--- src/rtl/ssd_scan_driver.sv ---
// Four-digit common-anode 7-segment scan driver with a free-running double-dabble converter.
// Optional leading-zero blanking: define SSD_LZ_BLANK_EN.
module ssd_scan_driver #(
  parameter int unsigned REFRESH_BITS = 20,
  parameter int unsigned NUM_W        = 13
) (
  input  logic             clk,
  input  logic             rst,
  input  logic [NUM_W-1:0] num,
  output logic [3:0]       Anode,
  output logic [6:0]       LED_out,
  output logic [15:0]      bcd_out,
  output logic             conv_done
);

  typedef enum logic [1:0] {IDLE, SHIFT, DONE} state_t;

  state_t                  state, state_nx;
  logic [28:0]             sr, sr_nx;
  logic [3:0]              cnt, cnt_nx;
  logic [15:0]             bcd_nx;
  logic                    done_nx;
  logic [15:0]             adj;
  logic [12:0]             num_ext;
  logic [REFRESH_BITS-1:0] refresh;
  logic [1:0]              sel;
  logic [3:0]              digit;
  logic [3:0]              anode_nx;
  logic [6:0]              seg_nx;
  logic                    blank;

  always_comb begin
    num_ext = '0;
    num_ext[NUM_W-1:0] = num;
  end

  always_comb begin
    state_nx = state;
    sr_nx    = sr;
    cnt_nx   = cnt;
    bcd_nx   = bcd_out;
    done_nx  = 1'b0;
    adj      = sr[28:13];
    for (int unsigned i = 0; i < 4; i++) begin
      if (sr[13+4*i +: 4] >= 4'd5)
        adj[4*i +: 4] = sr[13+4*i +: 4] + 4'd3;
    end
    case (state)
      IDLE: begin
        sr_nx    = {16'b0, num_ext};
        cnt_nx   = '0;
        state_nx = SHIFT;
      end
      SHIFT: begin
        // add-3 correction on the BCD field, then shift the whole register left by one
        sr_nx  = {adj[14:0], sr[12:0], 1'b0};
        cnt_nx = cnt + 4'd1;
        if (cnt == 4'd12)
          state_nx = DONE;
      end
      DONE: begin
        bcd_nx   = sr[28:13];
        done_nx  = 1'b1;
        state_nx = IDLE;
      end
      default: state_nx = IDLE;
    endcase
  end

  always_ff @(posedge clk) begin
    if (rst) begin
      state     <= IDLE;
      sr        <= '0;
      cnt       <= '0;
      bcd_out   <= '0;
      conv_done <= 1'b0;
    end else begin
      state     <= state_nx;
      sr        <= sr_nx;
      cnt       <= cnt_nx;
      bcd_out   <= bcd_nx;
      conv_done <= done_nx;
    end
  end

  assign sel = refresh[REFRESH_BITS-1 -: 2];

  always_comb begin
    digit    = bcd_out[3:0];
    anode_nx = 4'b1110;
    case (sel)
      2'd0: begin digit = bcd_out[15:12]; anode_nx = 4'b0111; end
      2'd1: begin digit = bcd_out[11:8];  anode_nx = 4'b1011; end
      2'd2: begin digit = bcd_out[7:4];   anode_nx = 4'b1101; end
      default: begin digit = bcd_out[3:0]; anode_nx = 4'b1110; end
    endcase
  end

  always_comb begin
    blank = 1'b0;
`ifdef SSD_LZ_BLANK_EN
    // a slot is blank when it and every higher digit are zero; ones is never blank
    case (sel)
      2'd0:    blank = (bcd_out[15:12] == 4'd0);
      2'd1:    blank = (bcd_out[15:8]  == 8'd0);
      2'd2:    blank = (bcd_out[15:4]  == 12'd0);
      default: blank = 1'b0;
    endcase
`endif
  end

  always_comb begin
    case (digit)
      4'd0:    seg_nx = 7'b0000001;
      4'd1:    seg_nx = 7'b1001111;
      4'd2:    seg_nx = 7'b0010010;
      4'd3:    seg_nx = 7'b0000110;
      4'd4:    seg_nx = 7'b1001100;
      4'd5:    seg_nx = 7'b0100100;
      4'd6:    seg_nx = 7'b0100000;
      4'd7:    seg_nx = 7'b0001111;
      4'd8:    seg_nx = 7'b0000000;
      4'd9:    seg_nx = 7'b0000100;
      default: seg_nx = 7'b1111111;
    endcase
  end

  always_ff @(posedge clk) begin
    if (rst) begin
      refresh <= '0;
      Anode   <= '1;
      LED_out <= '1;
    end else begin
      refresh <= refresh + 1'b1;
      Anode   <= blank ? 4'b1111 : anode_nx;
      LED_out <= blank ? 7'b1111111 : seg_nx;
    end
  end

endmodule

--- config.mk ---
export PLATFORM = sky130hd
export DESIGN_NAME = ssd_scan_driver
export DESIGN_NICKNAME = d
export VERILOG_FILES = /design/src/rtl/ssd_scan_driver.sv
export SDC_FILE = /design/constraint.sdc
export NUM_CORES = 1
export LEC_CHECK = 0
export CAP_MARGIN = 10
export CORE_MARGIN = 3
export CORE_UTILIZATION = 50
export CTS_CLUSTER_DIAMETER = 120
export DETAILED_ROUTE_END_ITERATION = 8
export GPL_TIMING_DRIVEN = 1
export PLACE_DENSITY = 0.82
export SYNTH_ARGS = -nofsm -noshare
export SYNTH_HDL_FRONTEND = slang
export SYNTH_SLANG_ARGS = --single-unit
export TNS_END_PERCENT = 10
--- constraint.sdc ---
create_clock -name clk -period 1.9 [get_ports clk]
set_input_delay 0.38 -clock clk [delete_from_list [all_inputs] [get_ports clk]]
set_output_delay 0.38 -clock clk [all_outputs]
set_load 0.01 [all_outputs]
==> summary.md <==
| Metric | Value |
|---|---|
| Run status | `complete, no violations` |
| Fill cell total of the finished layout | `about 610` |
| Most common cell after layout, fill and taps aside | `dfxtp_1` |
| Area growth from synthesis to layout | `20.1%` |
| Total of warnings raised by yosys | `0` |
| Max transition margin | `0.561` |
| Critical path fanouts, max | `10` |
| Clock transition at the registers of the reported paths | `about 0.08 ns` |
| Transition time at the pin with the least slew margin | `0.659 ns` |
| Library cell used as clock root buffer | `clkbuf_8` |
| Antenna-violating nets left | `0` |
| Final number of setup-violating endpoints | `0` |
| Aggregate global routing overflow | `0` |
| Number of cell rows | `30` |
| Count of hold-fix buffers inserted at cts | `0` |
| Number of pins with negative max-slew slack in the final report | `0` |
| Final worst slack | `slightly below 0.1 ns` |
| Total iterations of the first detailed-routing run | `4` |
| Post-route clock skew | `between 0.008 and 0.009 ns` |
| Ratio of cells with drive above 1 in the final layout | `0.0947` |
| Pin count of the biggest net entering global routing | `25` |
| Largest voltage drop on the vdd net | `between 0.4 and 0.5 mV` |
| Global-route wire length before repair | `~13000 µm` |
| Setup repair after global routing missed its margin | `no` |
| Number of buffers added by the clock tree synthesis step | `9` |
| Diode count | `0` |
| Top-level I/O count | `43` |
| Die Height | `92.7 µm` |
| Leakage dissipation | `1.70 nW` |
| Buffers on Ports | `between 40 and 50` |
| Critical-path top delay cell | `dfxtp_1` |
| Data arrival, critical path | `2.04 ns` |
| Delay of the slowest critical-path stage | `0.58 ns` |
| Cell breakdown of the critical path | `mux4_2, buf_4, ha_1, o21ai_1, nand2_1, o31a_1` |
| Post-detailed-routing wire length | `7790 µm` |
| Time the final worst path needs with I/O delays and setup | `approximately 1.8 ns` |
| Pwr dens | `around 770 mW/mm²` |
| Area inside the core boundary | `between 0.007 and 0.008 mm²` |
| Max-cap check violation count | `0` |
| Syn_nets | `between 400 and 500` |
| Final count of hold timing violations | `0` |
| Count of clock tree sinks | `83` |
| Most used cells in the layout excluding fill and tap cells | `dfxtp_1, nor2_1, a21oi_1` |
| Horizontal die dimension | `between 90 and 100 µm` |
| Setup_tns | `0 ns` |
| Instance count of the mapped netlist | `438` |
| Initial Utilization | `0.533` |
| DRC Markers | `0` |
| Critical path class | `flip-flop to flip-flop` |
| Post-layout nets | `between 500 and 600` |
| Highest clock frequency the design can meet | `roughly 0.56 GHz` |
| Worst hold margin | `0.441 ns` |
| GR Util All Layers | `0.189` |
| Count of flip-flops with a built-in enable after synthesis | `0` |
| Count of cells resized by post-cts repair | `0` |
| DR vias/cell | `roughly 5.3` |
| First-iteration detailed-routing DRC count | `125` |
| Clock tree from TritonCTS | `done` |
| Maximum clock insertion buffer count | `2` |
| Category of the worst setup path capture point | `flip-flop` |
| Post-CTS repair timing setup buffer count | `0` |
| Final critical-path share of the clock period | `0.948` |
| Number of global-route vias before repair | `around 3000` |
| Synthesis-stage register bit count | `between 80 and 90` |
| Average cell area after synthesis | `approximately 8.6 µm²` |
| Antenna violations before repair | `0` |
| Setup slack at placement | `0.123 ns` |
| Multi-input gate area in the final layout | `between 0.0015 and 0.002 mm²` |
| Post-Synthesis Cell Area | `~0.0038 mm²` |
| Sort of element at the start of the critical path | `flip-flop` |
| Die Outline Area | `approximately 0.0086 mm²` |
| Clk_lat worst skew | `0.35 ns` |
| Path type of the worst min-delay path | `input port to flip-flop` |
| GPL Wtd Cong | `approximately 0.9` |
| Htree depth | `3` |
| Required time reported for the critical path endpoint | `approximately 2.1 ns` |
| Detailed placer's ending HPWL | `between 5000 and 6000 µm` |
| Wire length per cell | `between 10 and 15 µm` |
| Seq/Total Area, Yosys | `0.442` |
| Count of vias placed by the detailed router | `roughly 3000` |
| Post-synth cell types | `between 40 and 50` |
| Most used DFF post-synth | `dfxtp_1` |
| Async set-or-reset flop fraction in the synthesized netlist | `0` |
| Sequential cell area | `0.00166 mm²` |
==> synth_stat cells, types with 2 or more instances <==
cell type	number	area [µm²]
dfxtp_1	83	1660
nor2_1	65	244
a21oi_1	51	255
nand2_1	50	188
ha_1	16	200
inv_1	15	56.3
mux2i_1	15	150
o21ai_0	15	75.1
clkbuf_1	13	48.8
nand3_1	12	60.1
xor2_1	12	105
xnor2_1	9	78.8
a22oi_1	8	60.1
nand2b_1	8	50.1
nor3_1	8	40.0
buf_2	6	30.0
nor3b_1	5	37.5
and2_1	4	25.0
buf_6	4	45.0
mux4_2	4	90.1
nand4_1	4	25.0
nor2b_1	4	25.0
and3_1	3	18.8
mux2_2	3	33.8
and4_1	2	17.5
buf_1	2	7.51
o31a_1	2	17.5
or3_1	2	12.5
==> final cells by class <==
class / count / area share
Clock buffer: 9 / 0.0274
Clock inverter: 7 / 0.0258
Inverter: 15 / 0.0125
Tap cell: 96 / 0.0266
Multi-Input combinational cell: 315 / 0.423
Sequential cell: 83 / 0.368
Timing Repair Buffer: 57 / 0.117
==> report_power, final <==
| group | switching [mW] | leakage, nW | internal, mW |
|---|---|---|---|
| Clock | 0.639 | 0.119 | 0.870 |
| Combinational | 0.0866 | 0.907 | 0.0895 |
| Sequential | 0.0219 | 0.675 | 1.77 |
==> through the flow <==
| step | cells | total power, mW | util | instance area, µm² |
|---|---|---|---|---|
| detailed placement | 566 | 2.01 | 0.606 | 4280 |
| global route | 582 | 3.59 | 0.640 | 4520 |
| floorplan | 438 | 1.94 | - | 3760 |
| finish | 582 | 3.48 | 0.640 | 4520 |
| global placement | 566 | 2.00 | 0.606 | 4280 |
| CTS | 582 | 3.50 | 0.640 | 4520 |
==> registers in the layout, summed over array words and instances, names as in the netlist <==
signal and count:
conv_done 1, sr 29, LED_out 7, refresh 20, state 2, cnt 4, bcd_out 16, Anode 4
==> metal layers <==
| metal | vias up | GRT usage | routed length, µm |
|---|---|---|---|
| met5 | - | 0 | 0 |
| met4 | 0 | 0.0684 | 144 |
| met3 | 16 | 0.0561 | 302 |
| met2 | 60 | 0.331 | 3900 |
| met1 | 1433 | 0.220 | 3440 |
| li1 | 1552 | - | - |
==> final timing paths <==
check | to | slack (ns) | cells after the start | from
setup / recovery | LED_out[3] | 0.1 | 6 | refresh[19]
hold / removal | LED_out[4] | 0.44 | 2 | rst
setup reg to reg | LED_out[3] | 0.1 | 6 | refresh[19]
hold reg to reg | bcd_out[5] | 0.48 | 2 | bcd_out[5]
==> cell families after synthesis <==
family,count (synthesis),synth area share
simple gates,175,0.215
compound gates,81,0.118
mux,22,0.0729
flops,83,0.442
xor+xnor,21,0.0489
fa+ha+maj,16,0.0533
buf+inv,40,0.0499
==> critical path, delay by kind of cell (launching register included) <==
kind / cells / cell delay [ns]
compound gates: 2 / 0.26
mux: 1 / 0.38
simple gates: 1 / 0.09
flops: 1 / 0.58
buf+inv: 1 / 0.16
fa+ha+maj: 1 / 0.21
No activity file was read; power rests on OpenSTA's default activity.
